$ cat src/rtl/simon_control_if.sv
// Controller <-> datapath link for the Simon game: strobes and mode selects one way, status flags the other.
interface simon_control_if;
  logic dp_reset;
  logic count_ns;
  logic count_i;
  logic rst_i;
  logic m1;
  logic m2;
  logic m3;
  logic m4;
  logic legal;
  logic right_guess;
  logic i_eq_ns;

  modport master (
    output dp_reset, count_ns, count_i, rst_i, m1, m2, m3, m4,
    input  legal, right_guess, i_eq_ns
  );

  modport slave (
    input  dp_reset, count_ns, count_i, rst_i, m1, m2, m3, m4,
    output legal, right_guess, i_eq_ns
  );
endinterface

$ cat src/rtl/simon_control.sv
// Simon game controller: INPUT -> PLAYBACK -> REPEAT -> (INPUT | DONE) with Mealy datapath strobes.
// Optional auto-advancing playback timer enabled by defining SIMON_PLAYBACK_TIMER_EN.
module simon_control #(
  parameter int unsigned DEPTH           = 64,
  parameter int unsigned PLAYBACK_CYCLES = 50000000
) (
  input  logic                   clk,
  input  logic                   reset,
  input  logic                   next,
  simon_control_if.master        dp,
  output logic                   win,
  output logic                   lose
);

  localparam int unsigned RW = (DEPTH > 1) ? $clog2(DEPTH) : 1;

  if (DEPTH < 2) begin : g_bad_depth
    $error("simon_control: DEPTH must be at least 2");
  end
  if (PLAYBACK_CYCLES == 0) begin : g_bad_cycles
    $error("simon_control: PLAYBACK_CYCLES must be nonzero");
  end

  typedef enum logic [1:0] {
    S_INPUT    = 2'd0,
    S_PLAYBACK = 2'd1,
    S_REPEAT   = 2'd2,
    S_DONE     = 2'd3
  } state_t;

  state_t        state;
  state_t        state_d;
  logic          next_q;
  logic          press;
  logic          advance;
  logic [RW-1:0] rounds;
  logic          cns;
  logic          ci;
  logic          ri;
  logic          set_win;
  logic          set_lose;

  assign press = next & ~next_q;

`ifdef SIMON_PLAYBACK_TIMER_EN
  localparam int unsigned TW = (PLAYBACK_CYCLES > 1) ? $clog2(PLAYBACK_CYCLES) : 1;

  logic [TW-1:0] timer;
  logic          timer_run;

  assign timer_run = (state == S_PLAYBACK) || (state == S_DONE);
  assign advance   = (timer == '0);

  // Countdown restarts on any state change so each phase starts with a full display period.
  always_ff @(posedge clk) begin
    if (reset || (state_d != state) || !timer_run || (timer == '0)) begin
      timer <= TW'(PLAYBACK_CYCLES - 1);
    end else begin
      timer <= timer - TW'(1);
    end
  end
`else
  assign advance = press;
`endif

  // Next-state and Mealy strobe decode; strobes fire in the decision cycle.
  always_comb begin
    state_d  = state;
    cns      = 1'b0;
    ci       = 1'b0;
    ri       = 1'b0;
    set_win  = 1'b0;
    set_lose = 1'b0;
    case (state)
      S_INPUT: begin
        if (press && dp.legal) begin
          cns     = 1'b1;
          ri      = 1'b1;
          state_d = S_PLAYBACK;
        end
      end
      S_PLAYBACK: begin
        if (dp.i_eq_ns) begin
          ri      = 1'b1;
          state_d = S_REPEAT;
        end else if (advance) begin
          ci = 1'b1;
        end
      end
      S_REPEAT: begin
        if (dp.i_eq_ns && (rounds == RW'(DEPTH - 1))) begin
          ri      = 1'b1;
          set_win = 1'b1;
          state_d = S_DONE;
        end else if (dp.i_eq_ns) begin
          state_d = S_INPUT;
        end else if (press && !dp.right_guess) begin
          ri       = 1'b1;
          set_lose = 1'b1;
          state_d  = S_DONE;
        end else if (press) begin
          ci = 1'b1;
        end
      end
      S_DONE: begin
        if (dp.i_eq_ns) begin
          ri = 1'b1;
        end else if (advance) begin
          ci = 1'b1;
        end
      end
    endcase
    if (reset) begin
      cns      = 1'b0;
      ci       = 1'b0;
      ri       = 1'b0;
      set_win  = 1'b0;
      set_lose = 1'b0;
    end
  end

  always_ff @(posedge clk) begin
    if (reset) begin
      state  <= S_INPUT;
      next_q <= 1'b0;
      rounds <= '0;
      win    <= 1'b0;
      lose   <= 1'b0;
    end else begin
      state  <= state_d;
      next_q <= next;
      if (cns)      rounds <= rounds + RW'(1);
      if (set_win)  win    <= 1'b1;
      if (set_lose) lose   <= 1'b1;
    end
  end

  assign dp.dp_reset = reset;
  assign dp.count_ns = cns;
  assign dp.count_i  = ci;
  assign dp.rst_i    = ri;
  assign dp.m1       = (state == S_INPUT);
  assign dp.m2       = (state == S_PLAYBACK);
  assign dp.m3       = (state == S_REPEAT);
  assign dp.m4       = (state == S_DONE);

endmodule

$ cat src/flat_wrapper.sv
// flat-port wrapper written by rule: the top's interface ports become plain ports
module simon_control_flat 
#(
  parameter int unsigned DEPTH           = 64,
  parameter int unsigned PLAYBACK_CYCLES = 50000000
)
  (clk, reset, next, win, lose, dp_dp_reset, dp_count_ns, dp_count_i, dp_rst_i, dp_m1, dp_m2, dp_m3, dp_m4, dp_legal, dp_right_guess, dp_i_eq_ns);
  simon_control_if dp_i ();
  input  logic clk;
  input  logic reset;
  input  logic next;
  output logic win;
  output logic lose;
  output wire logic [$bits(dp_i.dp_reset)-1:0] dp_dp_reset;
  output wire logic [$bits(dp_i.count_ns)-1:0] dp_count_ns;
  output wire logic [$bits(dp_i.count_i)-1:0] dp_count_i;
  output wire logic [$bits(dp_i.rst_i)-1:0] dp_rst_i;
  output wire logic [$bits(dp_i.m1)-1:0] dp_m1;
  output wire logic [$bits(dp_i.m2)-1:0] dp_m2;
  output wire logic [$bits(dp_i.m3)-1:0] dp_m3;
  output wire logic [$bits(dp_i.m4)-1:0] dp_m4;
  input wire logic [$bits(dp_i.legal)-1:0] dp_legal;
  input wire logic [$bits(dp_i.right_guess)-1:0] dp_right_guess;
  input wire logic [$bits(dp_i.i_eq_ns)-1:0] dp_i_eq_ns;
  assign dp_dp_reset = dp_i.dp_reset;
  assign dp_count_ns = dp_i.count_ns;
  assign dp_count_i = dp_i.count_i;
  assign dp_rst_i = dp_i.rst_i;
  assign dp_m1 = dp_i.m1;
  assign dp_m2 = dp_i.m2;
  assign dp_m3 = dp_i.m3;
  assign dp_m4 = dp_i.m4;
  assign dp_i.legal = dp_legal;
  assign dp_i.right_guess = dp_right_guess;
  assign dp_i.i_eq_ns = dp_i_eq_ns;
  simon_control #(.DEPTH(DEPTH), .PLAYBACK_CYCLES(PLAYBACK_CYCLES)) u_core (.clk(clk), .reset(reset), .next(next), .dp(dp_i), .win(win), .lose(lose));
endmodule
$ cat config.mk
export PLATFORM = sky130hd
export DESIGN_NAME = simon_control_flat
export DESIGN_NICKNAME = d
export VERILOG_FILES = /design/src/rtl/simon_control_if.sv /design/src/rtl/simon_control.sv /design/src/flat_wrapper.sv
export SDC_FILE = /design/constraint.sdc
export NUM_CORES = 1
export LEC_CHECK = 0
export ABC_AREA = 1
export ABC_CLOCK_PERIOD_IN_PS = 1750
export BUFFER_PORTS_ARGS = -buffer_cell sky130_fd_sc_hd__buf_4
export CAP_MARGIN = 20
export CORE_ASPECT_RATIO = 0.8
export CORE_UTILIZATION = 30
export CTS_CLUSTER_DIAMETER = 200
export CTS_CLUSTER_SIZE = 20
export DETAILED_ROUTE_END_ITERATION = 8
export PLACE_DENSITY_LB_ADDON = 0.08
export SYNTH_ARGS = -nofsm -noshare
export SYNTH_HDL_FRONTEND = slang
export SYNTH_SLANG_ARGS = --single-unit
$ cat constraint.sdc
create_clock -name clk -period 1.75 [get_ports clk]
set_input_delay 0.175 -clock clk [delete_from_list [all_inputs] [get_ports clk]]
set_output_delay 0.175 -clock clk [all_outputs]
set_load 0.01 [all_outputs]
==> flow_summary.yaml <==
global_routing:
  busiest_layer: "met2"
  grt_pass1_vias: 570
  use_met1: 0.182
  grt_pass1_wl_um: 2360
  antenna_found_initial: 0
  grt_max_degree: 13
  use_met2: 0.202
  gr-usage-met3: 0.0722
  grt_use_total: 0.142
  grt_overflow_total: 0
clock_tree:
  ctsHoldBuffers: 0
  clock_path_buffers: 2
  clk_pin_slew_ns: 0.07
  numCtsBuffers: 3
  clock_latency_ns: 0.27
  cts_root_buf: "clkbuf_4"
  cts.sinks: 11
  htree_levels: 1
  cts_tree: "built"
run:
  maxCapViolations: 0
synthesis:
  synthAdderAreaFrac: 0.0940
  synthXorXnorAreaFrac: 0
  ys_seq_elements: 11
  synth_mux_area_frac: 0
  syn_area_um2: 666
  yosysSeqAreaShare: 0.331
  postSynthCellCount: 100
  yosysWarnings: 0
  yosys.area_share.simple: 0.297
  synth_cell_type_count: 20
  synth.avg_cell_area_um2: 6.66
  synth_top_family_by_area: "simple AND/OR/NAND/NOR gates"
  synth_fp_nets: 111
  synth_compound_area_frac: 0.135
sta:
  tightest_slew_ns: 0.220
  final-hold-violation-count: 0
  period_needed_ns: 1.66
  holdWs_ns: 0.163
  drv_slew: 0
  fmax_ghz: 0.603
  post-route-period-util: 0.948
  slew_headroom: 0.853
  setup_viol: 0
  skew_ns: 0.00145
finish:
  n_antenna_cell: 0
  drive_above_1_share: 0.331
  stdcell_area_um2: 873
  fin_cells: 142
  syn2layout_area_growth_pct: 31.2
  nets: 130
  fillers: 227
  fin_util: 0.441
detailed_routing:
  wl_per_cell_um: 10.2
  wl_um: 1450
  drc: 0
  drtIter0Drc: 10
  viasPerCell: 4.55
  num_vias: 646
  dr.pass1.iters: 4
  antenna_left: 0
critical_path:
  critPathArrivalTime_ns: 1.48
  cp-end-kind: "output pin"
  startpoint_type: "flip-flop"
  critPathMaxFanout: 4
  worst_ep_required_time_ns: 1.57
  worstSetupPathType: "reg -> out"
power_and_ir_drop:
  p_leak_nw: 0.418
  ir_worst_vdd_mv: 0.422
  p_per_area_nw_per_um2: 827
  finalPower_mw: 0.722
outcome:
  status: "finished, final reports clean"
placed_design:
  place.gp.congestion: 0.855
  hpwl_um: 1150
  place_inst: 137
  port-buffer-count: 15
  dpl_cell_area_um2: 796
floorplan:
  start_util: 0.336
  die_h_um: 44.1
  pin_count: 16
  die_w_um: 54.7
  coreArea_um2: 1980
  rows: 14
  dieArea_um2: 2410
worst_hold_path:
  hp-class: "in -> reg"
==> placed cells by master, fill, tap and decap left out, types with 2 or more instances in the layout <==
master	count
dfxtp_2	3
nor2_4	2
nand3_1	7
o21ai_1	4
clkbuf_4	3
inv_1	16
buf_4	16
nand3_2	3
ha_2	2
a21oi_1	10
ha_1	2
nand2_1	15
nor2_2	3
nor2_1	11
dfxtp_1	8
inv_2	5
==> path summary, 6_finish.rpt <==
check	end	slack (ns)	depth (start not counted)	from
min	u_core.state[0]	0.16	2	reset
max	dp_rst_i	0.09	9	u_core.state[0]
max reg2reg	u_core.state[1]	0.32	8	u_core.state[1]
min reg2reg	u_core.win	0.45	2	u_core.win
==> per-stage QoR <==
stage | worst slack, ns | setup TNS (ns)
detailed placement | 0.284 | 0
CTS | 0.000267 | 0
global placement | 0.346 | 0
finish | 0.0913 | 0
global route | -0.000849 | -0.000849
floorplan | 0.412 | 0
==> routing by layer <==
metal,part of all wire,wire length (um)
met2,0.45,656
met5,0,0
met4,0.0090,13
met1,0.50,716
met3,0.040,58
==> power by group <==
part	switching, mW	total (mW)	internal, mW
Clock	0.0859	0.174	0.0884
Combinational	0.149	0.262	0.113
Sequential	0.0170	0.287	0.270
==> registers in the layout, summed over array words and instances (netlist names) <==
name and count:
u_core.win 1, u_core.state 2, u_core.rounds 6, u_core.next_q 1, u_core.lose 1
==> synth_stat cells (all sizes together) <==
cell type,number,area share
o21ai,5,0.038
nand2,15,0.085
nand3,10,0.083
o2111ai,1,0.013
nand4,1,0.0094
clkinv,1,0.0056
nor2,16,0.11
buf,2,0.019
nor3,1,0.015
a31oi,1,0.0094
dfxtp,11,0.33
ha,5,0.094
inv,21,0.12
a21oi,10,0.075
==> timing repair <==
action | CTS | global route
pin swaps | 0 | 1
setup endpoints to repair | 1 | 1
endpoints found under the hold margin | 0 | 0
resized for setup | 1 | 13
setup buffers | 0 | 1
==> layout make-up <==
type	count	area [um2]	area share
Multi-Input combinational cell	65	390	0.447
Sequential cell	11	224	0.256
Timing Repair Buffer	16	120	0.138
Inverter	22	82.6	0.0946
Tap cell	24	30.0	0.0344
Clock buffer	4	26.3	0.0301
==> worst max-delay path: stages (launching register included) <==
cell,delay [ns]
dfxtp_2,0.33
inv_1,0.08
ha_2,0.20
inv_2,0.06
nor2_2,0.11
nand3_2,0.10
o2111ai_1,0.09
nand2_1,0.07
inv_1,0.06
buf_4,0.11
==> cells by family (layout without fill, tap and decap cells) <==
family / Yosys count / after routing
AOI/OAI and AO/OA: 17 / 17
buffers and inverters: 24 / 42
and+or+nand+nor: 43 / 43
adders and majority gates: 5 / 5
DFF: 11 / 11
Note: power is estimated with default switching activity, not from simulation.
